**config.mk**
```make
export PLATFORM = sky130hd
export DESIGN_NAME = multicycle_control_fsm
export DESIGN_NICKNAME = d
export VERILOG_FILES = /design/src/rtl/multicycle_control_fsm.sv
export SDC_FILE = /design/constraint.sdc
export NUM_CORES = 1
export LEC_CHECK = 0
export ABC_AREA = 1
export ABC_CLOCK_PERIOD_IN_PS = 1100
export BUFFER_PORTS_ARGS = -buffer_cell sky130_fd_sc_hd__buf_2
export CAP_MARGIN = 20
export CORE_MARGIN = 3
export CORE_UTILIZATION = 41
export DETAILED_ROUTE_END_ITERATION = 10
export PLACE_DENSITY = 0.76
export SLEW_MARGIN = 15
export SYNTH_ARGS = -nofsm -noshare
export SYNTH_HDL_FRONTEND = slang
export SYNTH_SLANG_ARGS = --single-unit
```
**constraint.sdc**
```tcl
create_clock -name clk -period 1.1 [get_ports clk]
set_input_delay 0.055 -clock clk [delete_from_list [all_inputs] [get_ports clk]]
set_output_delay 0.055 -clock clk [all_outputs]
set_load 0.02 [all_outputs]
```
**src/rtl/multicycle_control_fsm.sv**
```systemverilog
// Main control FSM for the multicycle MIPS datapath: decodes opcode/funct and
// steps fetch/decode/execute/memory/writeback, driving every select and strobe.
module multicycle_control_fsm (
  input  logic       clk,
  input  logic       rst_n,
  input  logic [5:0] opcode,
  input  logic [5:0] funct,
  input  logic       zero,
  input  logic       mem_ready,
  output logic       pc_en,
  output logic [1:0] pc_src,
  output logic       i_or_d,
  output logic       mem_read,
  output logic       mem_write,
  output logic       ir_write,
  output logic       reg_write,
  output logic [1:0] reg_dst,
  output logic [1:0] mem_to_reg,
  output logic       alu_src_a,
  output logic [1:0] alu_src_b,
  output logic [2:0] alu_ctrl,
  output logic       illegal,
  output logic [3:0] state
);

  // State codes follow the order FETCH=0 .. JAL=13.
  typedef enum logic [3:0] {
    FETCH, DECODE, MEM_ADDR, MEM_RD, MEM_WB, MEM_WR, R_EXEC, R_WB,
    I_EXEC, I_WB, BRANCH, JUMP, JR, JAL
  } state_t;

  localparam logic [5:0] OP_RTYPE = 6'h00, OP_LW = 6'h23, OP_SW = 6'h2B;
  localparam logic [5:0] OP_ADDI = 6'h08, OP_XORI = 6'h0E, OP_BEQ = 6'h04;
  localparam logic [5:0] OP_BNE = 6'h05, OP_J = 6'h02, OP_JAL = 6'h03;
  localparam logic [5:0] FN_ADD = 6'h20, FN_SUB = 6'h22, FN_AND = 6'h24;
  localparam logic [5:0] FN_OR = 6'h25, FN_SLT = 6'h2A, FN_JR = 6'h08;

  localparam logic [2:0] ALU_ADD = 3'd0, ALU_SUB = 3'd1, ALU_AND = 3'd2;
  localparam logic [2:0] ALU_OR = 3'd3, ALU_XOR = 3'd4, ALU_SLT = 3'd5;

  state_t cur, nxt;
  // lw/sw choice is captured in DECODE so MEM_ADDR never looks at opcode.
  logic   is_store;

  always_ff @(posedge clk or negedge rst_n) begin
    if (!rst_n) begin
      cur      <= FETCH;
      is_store <= 1'b0;
    end else begin
      cur <= nxt;
      if (cur == DECODE) is_store <= (opcode == OP_SW);
    end
  end

  always_comb begin
    nxt        = cur;
    pc_en      = 1'b0;
    pc_src     = 2'd0;
    i_or_d     = 1'b0;
    mem_read   = 1'b0;
    mem_write  = 1'b0;
    ir_write   = 1'b0;
    reg_write  = 1'b0;
    reg_dst    = 2'd0;
    mem_to_reg = 2'd0;
    alu_src_a  = 1'b0;
    alu_src_b  = 2'd0;
    alu_ctrl   = ALU_ADD;
    illegal    = 1'b0;
    case (cur)
      FETCH: begin
        mem_read  = 1'b1;
        alu_src_b = 2'd1;
        ir_write  = mem_ready;
        pc_en     = mem_ready;
        if (mem_ready) nxt = DECODE;
      end
      DECODE: begin
        alu_src_b = 2'd3;
        case (opcode)
          OP_RTYPE: begin
            case (funct)
              FN_ADD, FN_SUB, FN_AND, FN_OR, FN_SLT: nxt = R_EXEC;
              FN_JR:                                 nxt = JR;
              default: begin
                nxt     = FETCH;
                illegal = 1'b1;
              end
            endcase
          end
          OP_LW, OP_SW:     nxt = MEM_ADDR;
          OP_ADDI, OP_XORI: nxt = I_EXEC;
          OP_BEQ, OP_BNE:   nxt = BRANCH;
          OP_J:             nxt = JUMP;
          OP_JAL:           nxt = JAL;
          default: begin
            nxt     = FETCH;
            illegal = 1'b1;
          end
        endcase
      end
      MEM_ADDR: begin
        alu_src_a = 1'b1;
        alu_src_b = 2'd2;
        nxt       = is_store ? MEM_WR : MEM_RD;
      end
      MEM_RD: begin
        mem_read = 1'b1;
        i_or_d   = 1'b1;
        if (mem_ready) nxt = MEM_WB;
      end
      MEM_WB: begin
        reg_write  = 1'b1;
        mem_to_reg = 2'd1;
        nxt        = FETCH;
      end
      MEM_WR: begin
        mem_write = 1'b1;
        i_or_d    = 1'b1;
        if (mem_ready) nxt = FETCH;
      end
      R_EXEC: begin
        alu_src_a = 1'b1;
        case (funct)
          FN_SUB:  alu_ctrl = ALU_SUB;
          FN_AND:  alu_ctrl = ALU_AND;
          FN_OR:   alu_ctrl = ALU_OR;
          FN_SLT:  alu_ctrl = ALU_SLT;
          default: alu_ctrl = ALU_ADD;
        endcase
        nxt = R_WB;
      end
      R_WB: begin
        reg_write = 1'b1;
        reg_dst   = 2'd1;
        nxt       = FETCH;
      end
      I_EXEC: begin
        alu_src_a = 1'b1;
        alu_src_b = 2'd2;
        alu_ctrl  = (opcode == OP_XORI) ? ALU_XOR : ALU_ADD;
        nxt       = I_WB;
      end
      I_WB: begin
        reg_write = 1'b1;
        nxt       = FETCH;
      end
      BRANCH: begin
        alu_src_a = 1'b1;
        alu_ctrl  = ALU_SUB;
        pc_src    = 2'd1;
        pc_en     = (opcode == OP_BNE) ? !zero : zero;
        nxt       = FETCH;
      end
      JUMP: begin
        pc_src = 2'd3;
        pc_en  = 1'b1;
        nxt    = FETCH;
      end
      JR: begin
        pc_src = 2'd2;
        pc_en  = 1'b1;
        nxt    = FETCH;
      end
      JAL: begin
        pc_src     = 2'd3;
        pc_en      = 1'b1;
        reg_write  = 1'b1;
        reg_dst    = 2'd2;
        mem_to_reg = 2'd2;
        nxt        = FETCH;
      end
      default: nxt = FETCH;
    endcase
    // Strobes are forced low the instant reset asserts, even mid-access.
    if (!rst_n) begin
      pc_en     = 1'b0;
      ir_write  = 1'b0;
      mem_read  = 1'b0;
      mem_write = 1'b0;
      reg_write = 1'b0;
      illegal   = 1'b0;
    end
  end

  assign state = cur;

endmodule

```
==> results of run 1 <==
==> cell families after synthesis <==
group | Yosys count | synth area share, %
buffers and inverters | 33 | 16.3
AND/OR/NAND/NOR | 89 | 54.6
flip-flops | 5 | 16.0
AO/OA/AOI/OAI | 16 | 13.1
==> synth_stat cells (2+ instances only) <==
master    count
nand4_1       5
inv_1        30
nand3_1      15
o21ai_0       3
nor3_1        3
nor2_4        2
a21oi_1       3
nor2_1       28
inv_2         2
nand2_1      27
o211ai_1      2
dfrtp_1       5
a211oi_1      2
o21ai_1       2
nor2_2        3
==> stage by stage <==
step           instance area (um^2)  utilization [%]  worst slack [ns]  setup TNS, ns
2_1_floorplan                   915                -            -0.208          -2.24
3_3_place_gp                   1430             81.0            -0.275          -2.94
3_5_place_dp                   1430             81.0            -0.317          -3.59
==> impl_results.md, run 1 <==
* Placed Cells at 246
* Initial cell density of the core at 44.4%
* Rows at 15
* Syn Nets at 159
* Fail Step: 4_1_cts
* Yosys warns at 0
* Hold buffers post-CTS at 1
* EDFF count, synth at 0
* Ys async rst share at 100%
* Number of distinct library cells after synthesis at 26
* Post-Syn Area at 783 um^2
* Main synth FF type: dfrtp_1
* # IOs at 39
* Max clock buf depth at 2
* Root buf cell: clkbuf_4
* First error: [ERROR DPL-0033] detailed placement checks failed during check placement.
* Post-CTS setup buffers at 10
* Cells after Synth at 143
* Die W at 49.7 um
* Final RePlAce weighted congestion at 0.933
* CTS resizes at 67
* Post-Syn Area per Cell at 5.48 um^2
* Hpwl dp at 2520 um
* CTS buffer count at 3
* Status: did not finish
* Synth area leader: dfrtp_1
* Share of the synthesized area in the top cell type at 16.0%
* Sink Count at 5
* Yosys reg bits at 5
* I/O Buffers at 38
* Post-synthesis sequential area ratio at 16.0%
* Max H-tree Level at 1
* Die Span Y at 49.7 um
* Top cells by area, synth: dfrtp_1, inv_1, nor2_1
==> run 2: changes to the inputs <==
--- a/config.mk
+++ b/config.mk
@@ -6,13 +6,13 @@
 export NUM_CORES = 1
 export LEC_CHECK = 0
 export ABC_AREA = 1
-export ABC_CLOCK_PERIOD_IN_PS = 1100
+export ABC_CLOCK_PERIOD_IN_PS = 1400
 export BUFFER_PORTS_ARGS = -buffer_cell sky130_fd_sc_hd__buf_2
 export CAP_MARGIN = 20
-export CORE_MARGIN = 3
-export CORE_UTILIZATION = 41
+export CORE_AREA = 3 3 64 66
 export DETAILED_ROUTE_END_ITERATION = 10
-export PLACE_DENSITY = 0.76
+export DIE_AREA = 0 0 67 69
+export PLACE_DENSITY_LB_ADDON = 0.15
 export SLEW_MARGIN = 15
 export SYNTH_ARGS = -nofsm -noshare
 export SYNTH_HDL_FRONTEND = slang
==> constraint.sdc (replaced) <==
create_clock -name clk -period 1.4 [get_ports clk]
set_input_delay 0.07 -clock clk [delete_from_list [all_inputs] [get_ports clk]]
set_output_delay 0.07 -clock clk [all_outputs]
set_load 0.02 [all_outputs]
==> run 2 against run 1 <==
The flow now finishes, with violations (setup timing). Synthesized area is the same. Synthesized cell count is the same.
==> impl_results.md, run 2 <==
* Status: finished, violations left
* Violated checks: setup timing
* R2R setup slack at -0.02 ns
* Rel. slew slack at 79.8%
* Max-cap viol count at 0
* Iteration-0 DRC count of the detailed router at 73
* Max H-tree Level at 1 (unchanged)
* Clk pwr share at 9.0%
* Critical path class: flip-flop to primary output
* Worst r2r src: state[2]$_DFFE_PN0P_
* Ys async rst share at 100% (unchanged)
* Yosys reg bits at 5 (unchanged)
* Worst Setup EP: pc_en
* Crit path capture type: primary output
* Hold Path Stages at 4
* Most frequent cells in the layout: buf_4, buf_2, nand2_1
* Die W at 67 um (+35%)
* Placed Cells at 243 (-1.2%)
* Combinational Power Share at 80.4%
* First-pass GRT wire length at 5000 um
* Most frequent cell after synthesis: inv_1
* FMAX at 653 MHz
* CTS tree: built
* DR vias/cell at 4.41
* # diodes at 0
* Commonest cells in the netlist: inv_1, nor2_1, nand2_1
* CP arrival at 1.46 ns
* FF-to-FF End: state[0]$_DFFE_PN0P_
* Critical Path Start Type: flip-flop
* Routed WL at 2980 um
* Synth area leader: dfrtp_1
* Worst slew pin tran at 0.302 ns
* Critical path origin: state[2]$_DFFE_PN0P_
* Initial cell density of the core at 21.6% (-23 points)
* Tcrit/Tclk final at 109%
* Final RePlAce weighted congestion at 0.835 (-11%)
* # nets final at 232
* Residual antenna-violating net count after detailed routing at 0
* Crit path max fanout at 5
* Placeable Area at 0.00363 mm^2
* Sw frac at 48.8%
* Max clock buf depth at 2 (unchanged)
* Post-Syn Area at 783 um^2 (unchanged)
* Worst hold path class: input port to flip-flop
* Pre-CTS WS at -0.000107 ns (+0.317 ns)
* Int Pwr at 1.51 mW
* Max-slew violation count at 0
* I/O Buffers at 38 (unchanged)
* Final hold vios at 0
* Grt total ovfl at 0
* Top cells by area, synth: dfrtp_1, inv_1, nor2_1
* CP required at 1.33 ns
* Post-synthesis mux area share at 0% (unchanged)
* Largest family of logic cells by synthesized area: simple AND/OR/NAND/NOR gates
* Rows at 22 (+7)
* WL/cell at 11.3 um
* CTS buffer count at 3 (unchanged)
* Post-Syn Area per Cell at 5.48 um^2 (unchanged)
* # IOs at 39 (unchanged)
* Syn Nets at 159 (unchanged)
* Largest net degree at the start of global routing at 8
* Layout cells sized above 1 at 58.6%
* Via count at 1159
* Reg2reg path depth at 9
* Final setup margin at -0.131 ns
* Full die area at 0.00462 mm^2
* Layout area overhead at 103%
* Yosys warns at 0 (unchanged)
* # DRC at 0
* Post-synthesis xor/xnor area fraction at 0% (unchanged)
* Complex-gate fraction of the synthesized area at 13.1% (unchanged)
* Cells after Synth at 143 (unchanged)
* Sum of negative setup slack at -1.01 ns
* Sink Count at 5 (unchanged)
* Fin Clk Skew at 0.00203 ns
* Finish-stage setup viols at 13
* Share of the synthesized area in the top cell type at 16.0% (unchanged)
* Root buf cell: clkbuf_8
* Worst-Skew Late Latency at 0.22 ns
* Pwr Total at 2.95 mW
* Worst vdd ir at 0.619 mV
* Vias in the first global route at 1152
* Synth Area in Adders at 0% (unchanged)
* Clock Pin Slew Worst Setup and Hold Paths at 0.04 ns
* Die Span Y at 69 um (+39%)
* Initial antenna violation count at 0
* Max reg flops at 4
* Post-Synth Simple-Gate Area at 54.6% (unchanged)
* Seq pwr share at 10.6%
* Pre-antenna DRT Iters at 4
* Hpwl dp at 2260 um (-10%)
* EDFF count, synth at 0 (unchanged)
* Post-synthesis sequential area ratio at 16.0% (unchanged)
* P_sw at 1.44 mW
* Pwr/cell area at 1850 mW/mm^2
* Number of distinct library cells after synthesis at 26 (unchanged)
* Fin cells at 263
* RSZ-0062 raised after global routing: true
* Tmin final at 1.53 ns
* Commonest non-fill, non-tap cell in the layout: buf_4
* P_leak at 0.812 nW
* Gr usage total at 13.2%
* Hold Slack at 0.168 ns
* Main synth FF type: dfrtp_1
-- run 2: final cells by class --
cell class | instances | area (um^2)
clock buffer | 4 | 45.0
inverter | 32 | 130
multi-input combinational | 105 | 716
sequential | 5 | 130
tap | 48 | 60.1
timing repair buffer | 69 | 510
fill | 389 | 2040
-- run 2: critical path, stage by stage, from the launching register on --
cell     delay [ns]
dfrtp_2        0.46
nor2_4         0.16
inv_4          0.07
nor2_4         0.10
nand3_2        0.10
a41oi_2        0.20
buf_4          0.16
-- run 2: worst min path at each step --
stage	startpoint	to	slack [ns]
5_1_grt	mem_ready	state[2]$_DFFE_PN0P_	0.21
3_3_place_gp	rst_n	state[2]$_DFFE_PN0P_	-0.09
4_1_cts	mem_ready	state[2]$_DFFE_PN0P_	0.16
2_1_floorplan	rst_n	is_store$_DFFE_PN0P_	-0.23
6_report	mem_ready	state[2]$_DFFE_PN0P_	0.17
3_5_place_dp	rst_n	state[2]$_DFFE_PN0P_	-0.09
-- run 2: power by group through the flow --
| stage | Sequential (mW) | Combinational, mW | Clock [mW] |
|---|---|---|---|
| 6_report | 0.313 | 2.37 | 0.264 |
| 5_1_grt | 0.318 | 2.57 | 0.279 |
| 4_1_cts | 0.284 | 1.96 | 0.272 |
| 3_5_place_dp | 0.274 | 1.55 | 0 |
| 3_3_place_gp | 0.271 | 1.56 | 0 |
| 2_1_floorplan | 0.319 | 0.864 | 0 |
-- run 2: per-layer routing --
layer  up-vias  share of wire, %  GRT usage (%)
met5         -                 0              0
met4         0               1.1           4.73
met3         4               4.5           2.12
met2        26                50           20.9
met1       525                44           17.7
li1        604                 -              -
-- run 2: cells by family (layout without fill, tap and decap cells) --
family          Yosys count  in the layout
buf+inv                  33            105
compound gates           16             16
simple gates             89             89
flops                     5              5
-- run 2: what timing repair did --
item                       4_1_cts  5_1_grt
gates resized for setup         44       41
pin swaps                       11       10
setup endpoints to repair       14       18
gates cloned                     0        0
setup buffers                   10        6
hold endpoints to repair         5        0
hold buffers                     1        0
-- run 2: through the flow --
stage | cell area (um^2) | util [%]
2_1_floorplan | 821 | -
3_3_place_gp | 1170 | 32.3
3_5_place_dp | 1170 | 32.3
4_1_cts | 1430 | 39.3
5_1_grt | 1590 | 43.8
6_report | 1590 | 43.8
Note: power is estimated with default switching activity, not from simulation.
==> run 3: changes to the inputs <==
--- a/config.mk
+++ b/config.mk
@@ -5,7 +5,6 @@
 export SDC_FILE = /design/constraint.sdc
 export NUM_CORES = 1
 export LEC_CHECK = 0
-export ABC_AREA = 1
 export ABC_CLOCK_PERIOD_IN_PS = 1400
 export BUFFER_PORTS_ARGS = -buffer_cell sky130_fd_sc_hd__buf_2
 export CAP_MARGIN = 20
==> run 3 against run 2 <==
The run still ends with setup timing left. Worst hold slack gained 0.021 ns. Total power shrank 11%. First-iteration DRC count decreased by 36%. Critical path depth decreased by 1. Die area is the same. Register-to-register slack worse by 0.25 ns. Via count is 16% higher. Global-route usage grew 2.3 points. Clock power up 2%. Fmax decreased by 8.5%. Sequential cell count stayed put. Largest power group unchanged.
==> impl_results.md, run 3 <==
* Status: finished, violations left
* Violated checks: setup timing
* Yosys reg bits at 5 (unchanged)
* # diodes at 0 (unchanged)
* Rows at 22 (unchanged)
* CP arrival at 1.60 ns (+0.14 ns)
* Max clock buf depth at 2 (unchanged)
* Iteration-0 DRC count of the detailed router at 47 (-36%)
* Max-cap viol count at 0 (unchanged)
* Initial antenna violation count at 0 (unchanged)
* Cell family with most CP delay: flip-flops
* Most frequent cell after synthesis: nor2_1
* Final RePlAce weighted congestion at 0.820 (-1.9%)
* Pre-antenna DRT Iters at 4 (unchanged)
* Final hold vios at 0 (unchanged)
* P_sw at 1.09 mW (-24%)
* Full die area at 0.00462 mm^2 (unchanged)
* Critical Path Start Type: flip-flop
* Post-Syn Area at 878 um^2 (+12%)
* DR vias/cell at 5.14 (+17%)
* Number of distinct library cells after synthesis at 47 (+81%)
* Sw frac at 41.7% (-7.1 points)
* Routed WL at 4010 um (+35%)
* Vias in the first global route at 1246 (+8.2%)
* Initial cell density of the core at 24.2% (+2.6 points)
* FMAX at 598 MHz (-8.5%)
* Post-synthesis sequential area ratio at 14.2% (-1.7 points)
* P_leak at 0.866 nW (+6.7%)
* Worst hold path class: input port to flip-flop
* Layout area overhead at 129%
* Die Span Y at 69 um (unchanged)
* Worst-Skew Late Latency at 0.22 ns (about the same)
* Die W at 67 um (unchanged)
* Share of the synthesized area in the top cell type at 14.2% (-1.7 points)
* Slowest CP cell: dfrtp_2
* Combinational Power Share at 80.6% (+0.2 points)
* Post-Syn Area per Cell at 6.70 um^2 (+22%)
* Root buf cell: clkbuf_8
* Final setup margin at -0.273 ns (-0.142 ns)
* Placeable Area at 0.00363 mm^2 (unchanged)
* Max-slew violation count at 0 (unchanged)
* Sum of negative setup slack at -2.78 ns (-1.77 ns)
* Ys async rst share at 100% (unchanged)
* Pre-CTS WS at -0.212 ns (-0.212 ns)
* Placed Cells at 229 (-5.8%)
* Finish-stage setup viols at 20 (+7)
* Syn Nets at 147 (-7.5%)
* Worst vdd ir at 0.538 mV (-13%)
* Pwr/cell area at 1300 mW/mm^2 (-30%)
* RSZ-0062 raised after global routing: true
* Largest net degree at the start of global routing at 22 (+14)
* Top cells by area, synth: dfrtp_1, nor2_1, nor2b_1
* Via count at 1341 (+16%)
* Cells after Synth at 131 (-8.4%)
* Synth area leader: dfrtp_1
* Yosys warns at 0 (unchanged)
* # DRC at 0 (unchanged)
* Tmin final at 1.67 ns (+0.142 ns)
* Int Pwr at 1.52 mW (+0.92%)
* Main synth FF type: dfrtp_1
* CP required at 1.33 ns (about the same)
* CTS tree: built
* Grt total ovfl at 0 (unchanged)
* Final cell utilization of the core at 55.3% (+12 points)
* Clock Pin Slew Worst Setup and Hold Paths at 0.04 ns (about the same)
* Crit-path cells: nor4b_4 > buf_4 > nand2_4 > a2111oi_4 > buf_4
* Crit path max fanout at 3 (-2)
* WL/cell at 15.4 um (+36%)
* Residual antenna-violating net count after detailed routing at 0 (unchanged)
* CTS buffer count at 3 (unchanged)
* Commonest cells in the netlist: nor2_1, nand2_1, nor2b_1
* Max reg flops at 4 (unchanged)
* I/O Buffers at 38 (unchanged)
* Hold Slack at 0.189 ns (+0.0205 ns)
* Fin Clk Skew at 0.00491 ns (+0.00288 ns)
* First-pass GRT wire length at 5780 um (+15%)
* Seq pwr share at 9.1% (-1.5 points)
* Most frequent cells in the layout: buf_4, buf_2, buf_6
* Critical path class: flip-flop to primary output
* Most used cell, CP: buf_4
* Max H-tree Level at 1 (unchanged)
* EDFF count, synth at 0 (unchanged)
* # IOs at 39 (unchanged)
* Gr usage total at 15.5% (+2.3 points)
* Sink Count at 5 (unchanged)
* Layout cells sized above 1 at 63.4% (+4.8 points)
* Tcrit/Tclk final at 120% (+10 points)
* Worst slew pin tran at 0.510 ns (+0.208 ns)
* WP buf/inv at 2 (unchanged)
* Fin cells at 261 (-0.76%)
* # nets final at 230 (-0.86%)
* Hpwl dp at 2500 um (+11%)
* Clk pwr share at 10.3% (+1.3 points)
* Rel. slew slack at 65.7% (-14 points)
* Commonest non-fill, non-tap cell in the layout: buf_4
* Crit path capture type: primary output
* Largest stage delay, worst path at 0.44 ns (-0.02 ns)
-- run 3: changes by cell type in the layout (fill, tap and decap cells not counted), moves of 7 or more --
cell and delta:
nor2_1 -9, nand2b_1 +7, nor2_4 -8, inv_1 -16
nand2_1 -12, inv_2 -8, nand3_1 -9
-- run 3: worst register-to-register path: cells and delay by family, from the launching register on --
| kind | cells | cell delay, ns |
|---|---|---|
| flip-flops | 1 | 0.44 |
| AO/OA/AOI/OAI | 2 | 0.24 |
| buffers and inverters | 1 | 0.16 |
| AND/OR/NAND/NOR | 2 | 0.74 |
-- run 3: stage by stage --
step	cell area [um^2]	power [mW]
floorplan	915	0.916
global placement	1290	1.32
detailed placement	1290	1.34
CTS	1700	2.13
global route	2010	2.78
finish	2010	2.61
-- run 3: cell families (layout without fill, tap and decap cells) --
logic type,Yosys count,in the layout,synth area share (%)
compound gates,36,36,29.1
xor+xnor,1,1,0.997
buf+inv,15,97,7.69
flops,5,5,14.2
mux,1,1,1.14
simple gates,73,73,46.9
-- run 3: cell type report --
class	count	area (um^2)
sequential	5	130
clock buffer	4	45.0
timing repair buffer	88	847
inverter	5	21.3
tap	48	60.1
fill	336	1620
multi-input combinational	111	907
-- run 3: power by group through the flow --
stage	clock network (mW)	registers [mW]	logic [mW]
floorplan	0	0.261	0.655
global placement	0	0.208	1.12
detailed placement	0	0.208	1.13
CTS	0.277	0.222	1.63
global route	0.289	0.242	2.25
finish	0.269	0.239	2.10
-- run 3: timing repair --
| item | in CTS | in global routing |
|---|---|---|
| endpoints found under the setup margin | 20 | 23 |
| cloned | 2 | 3 |
| hold endpoints to repair | 5 | 0 |
| hold buffers | 1 | 0 |
| buffers inserted | 12 | 10 |
| gates resized for setup | 57 | 40 |
| pin swaps | 6 | 15 |
-- run 3: worst paths after layout --
| kind | slack (ns) | end | from | cells after the start |
|---|---|---|---|---|
| worst max-delay path | -0.27 | illegal | state[2]$_DFFE_PN0P_ | 5 |
| min in group asynchronous | 0.39 | state[2]$_DFFE_PN0P_ | rst_n | 2 |
| worst max register to register | -0.27 | state[2]$_DFFE_PN0P_ | state[2]$_DFFE_PN0P_ | 5 |
| worst min-delay path | 0.19 | state[0]$_DFFE_PN0P_ | mem_ready | 3 |
| max in group asynchronous | 0.79 | state[1]$_DFFE_PN0P_ | rst_n | 2 |
| worst min register to register | 0.62 | is_store$_DFFE_PN0P_ | is_store$_DFFE_PN0P_ | 2 |
-- run 3: routing by layer --
metal  share of wire [%]  global-route usage, %  vias up  wire, um
li1                    -                      -      650         -
met1                  39                   19.2      649      1560
met2                  56                   27.8       38      2260
met3                 3.3                  0.489        4       132
met4                 1.5                   5.41        0        60
met5                   0                      0        -         0
==> run 4: changes to the inputs <==
--- a/config.mk
+++ b/config.mk
@@ -5,7 +5,7 @@
 export SDC_FILE = /design/constraint.sdc
 export NUM_CORES = 1
 export LEC_CHECK = 0
-export ABC_CLOCK_PERIOD_IN_PS = 1400
+export ABC_CLOCK_PERIOD_IN_PS = 1700
 export BUFFER_PORTS_ARGS = -buffer_cell sky130_fd_sc_hd__buf_2
 export CAP_MARGIN = 20
 export CORE_AREA = 3 3 64 66
==> constraint.sdc (replaced) <==
create_clock -name clk -period 1.7 [get_ports clk]
set_input_delay 0.085 -clock clk [delete_from_list [all_inputs] [get_ports clk]]
set_output_delay 0.085 -clock clk [all_outputs]
set_load 0.02 [all_outputs]
==> run 4 against run 3 <==
Clock skew is 0.0035 ns lower. Sequential share of layout area grew 3.0 points. Largest power group unchanged. Clock power down 17%. Critical path depth is the same. Sequential power is 29% lower. Combinational power fell by 52%. The run now ends clean. Clock-buffer cell count down 1. Highest routed layer unchanged. Via count down 14%.
==> impl_results.md, run 4 (synthesized netlist as in run 3, its figures left out) <==
* Most used cell, CP: buf_4
* Die Span Y at 69 um (unchanged)
* Max reg flops at 4 (unchanged)
* Iteration-0 DRC count of the detailed router at 41 (-13%)
* I/O Buffers at 38 (unchanged)
* Crit path capture type: primary output
* WL/cell at 13.5 um (-12%)
* Fin Clk Skew at 0.00140 ns (-0.00351 ns)
* Placed Cells at 216 (-5.7%)
* RSZ-0062 raised after global routing: true
* Most frequent cells in the layout: buf_2, nor2_1, buf_4
* Sink Count at 5 (unchanged)
* Initial antenna violation count at 0 (unchanged)
* P_leak at 0.597 nW (-31%)
* Grt total ovfl at 0 (unchanged)
* Reg2reg path depth at 5 (unchanged)
* First-pass GRT wire length at 4830 um (-16%)
* Sum of negative setup slack at 0 ns (+2.78 ns)
* Final hold vios at 0 (unchanged)
* Fin cells at 226 (-13%)
* Full die area at 0.00462 mm^2 (unchanged)
* # nets final at 195 (-15%)
* Largest stage delay, worst path at 0.41 ns (-0.03 ns)
* Worst r2r src: state[1]$_DFFE_PN0P_
* Critical path class: flip-flop to primary output
* CP required at 1.62 ns (+0.29 ns)
* Vias in the first global route at 1067 (-14%)
* Residual antenna-violating net count after detailed routing at 0 (unchanged)
* Clock Pin Slew Worst Setup and Hold Paths at 0.04 ns (about the same)
* DR vias/cell at 5.13 (-0.19%)
* Hold-critical path endpoint: state[0]$_DFFE_PN0P_
* Rows at 22 (unchanged)
* Max-cap viol count at 0 (unchanged)
* Rel. slew slack at 56.4% (-9.3 points)
* Gr usage total at 13.0% (-2.5 points)
* Pre-antenna DRT Iters at 4 (unchanged)
* Die W at 67 um (unchanged)
* # DRC at 0 (unchanged)
* Max clock buf depth at 2 (unchanged)
* Slowest CP cell: dfrtp_2
* Layout area overhead at 53.0%
* Pwr/cell area at 1040 mW/mm^2 (-20%)
* Status: finished, final reports clean
* Tcrit/Tclk final at 98.8%
* CTS buffer count at 3 (unchanged)
* Crit path max fanout at 2 (-1)
* Commonest non-fill, non-tap cell in the layout: buf_2
* # IOs at 39 (unchanged)
* Layout cells sized above 1 at 42.1% (-21 points)
* Via count at 1159 (-14%)
* Worst slew pin tran at 0.645 ns (+0.135 ns)
* CTS tree: built
* Worst vdd ir at 0.352 mV (-35%)
* Initial cell density of the core at 24.2% (unchanged)
* Final RePlAce weighted congestion at 0.912 (+11%)
* Tmin final at 1.68 ns
* Max H-tree Level at 1 (unchanged)
* Largest net degree at the start of global routing at 20 (-9.1%)
* Cell family with most CP delay: flip-flops
* Hpwl dp at 2330 um (-7.0%)
* Worst-Skew Late Latency at 0.22 ns (about the same)
* Hold Startpoint: mem_ready
* Max-slew violation count at 0 (unchanged)
* Routed WL at 3060 um (-24%)
* FF-to-FF End: state[2]$_DFFE_PN0P_
* Hold Slack at 0.203 ns (+0.0146 ns)
* Worst hold path class: input port to flip-flop
* Critical Path Start Type: flip-flop
* WP buf/inv at 2 (unchanged)
* Crit-path cells: nor4b_4 > buf_4 > nand2_4 > a2111oi_4 > buf_4
* FMAX at 595 MHz
* R2R setup slack at 0.08 ns (+0.35 ns)
* Finish-stage setup viols at 0 (-100%)
* # diodes at 0 (unchanged)
* Hold Path Stages at 3 (unchanged)
* Root buf cell: clkbuf_8
* Placeable Area at 0.00363 mm^2 (unchanged)
* CP arrival at 1.59 ns (about the same)
-- run 4: layer usage --
metal,up-vias,share of wire [%],GRT usage (%)
li1,578,-,-
met1,532,46,17.4
met2,44,46,20.6
met3,5,5.7,1.14
met4,0,1.9,6.08
met5,-,0,0
-- run 4: power breakdown --
part / switching, mW / internal [mW] / leakage, nW
Sequential: 0.0230 / 0.147 / 0.0644
Combinational: 0.581 / 0.421 / 0.507
Clock: 0.0648 / 0.158 / 0.0255
-- run 4: how the worst max path moves through the flow --
stage	startpoint	to	slack, ns	cells past startpoint
2_1_floorplan	state[2]$_DFFE_PN0P_	state[2]$_DFFE_PN0P_	-0.05	5
3_3_place_gp	opcode[3]	pc_en	0.09	6
3_5_place_dp	opcode[4]	pc_en	0.08	6
4_1_cts	state[3]$_DFFE_PN0P_	pc_en	0.005	7
5_1_grt	state[1]$_DFFE_PN0P_	illegal	-0.04	5
6_report	state[1]$_DFFE_PN0P_	illegal	0.02	5
-- run 4: cell type report --
cell class / instances / area, um^2
clock buffers: 3 / 41.3
clock inverters: 1 / 5.00
fillers: 408 / 2290
inverters: 5 / 18.8
multi-input cells: 111 / 759
flip-flops and latches: 5 / 128
well taps: 48 / 60.1
repair buffers: 53 / 332
-- run 4: metrics by stage --
step	setup WS, ns	total power, mW	area (um^2)	utilization [%]
floorplan	-0.0454	0.732	896	-
global placement	0.0919	1.00	1160	32.0
detailed placement	0.0838	1.01	1160	32.0
CTS	0.00465	1.28	1250	34.3
global route	-0.0423	1.50	1340	37.0
finish	0.0206	1.40	1340	37.0
-- run 4: worst min-delay path, cell delays in order --
cell and delay (ns):
buf_2 0.14, nor2_1 0.09, o41ai_1 0.07
-- run 4: what timing repair did --
| item | CTS | global route |
|---|---|---|
| endpoints found under the hold margin | 5 | 0 |
| gates resized for setup | 4 | 18 |
| pin swaps | 1 | 2 |
| hold buffers | 1 | 0 |
| buffers inserted | 2 | 3 |
| setup endpoints to repair | 6 | 8 |
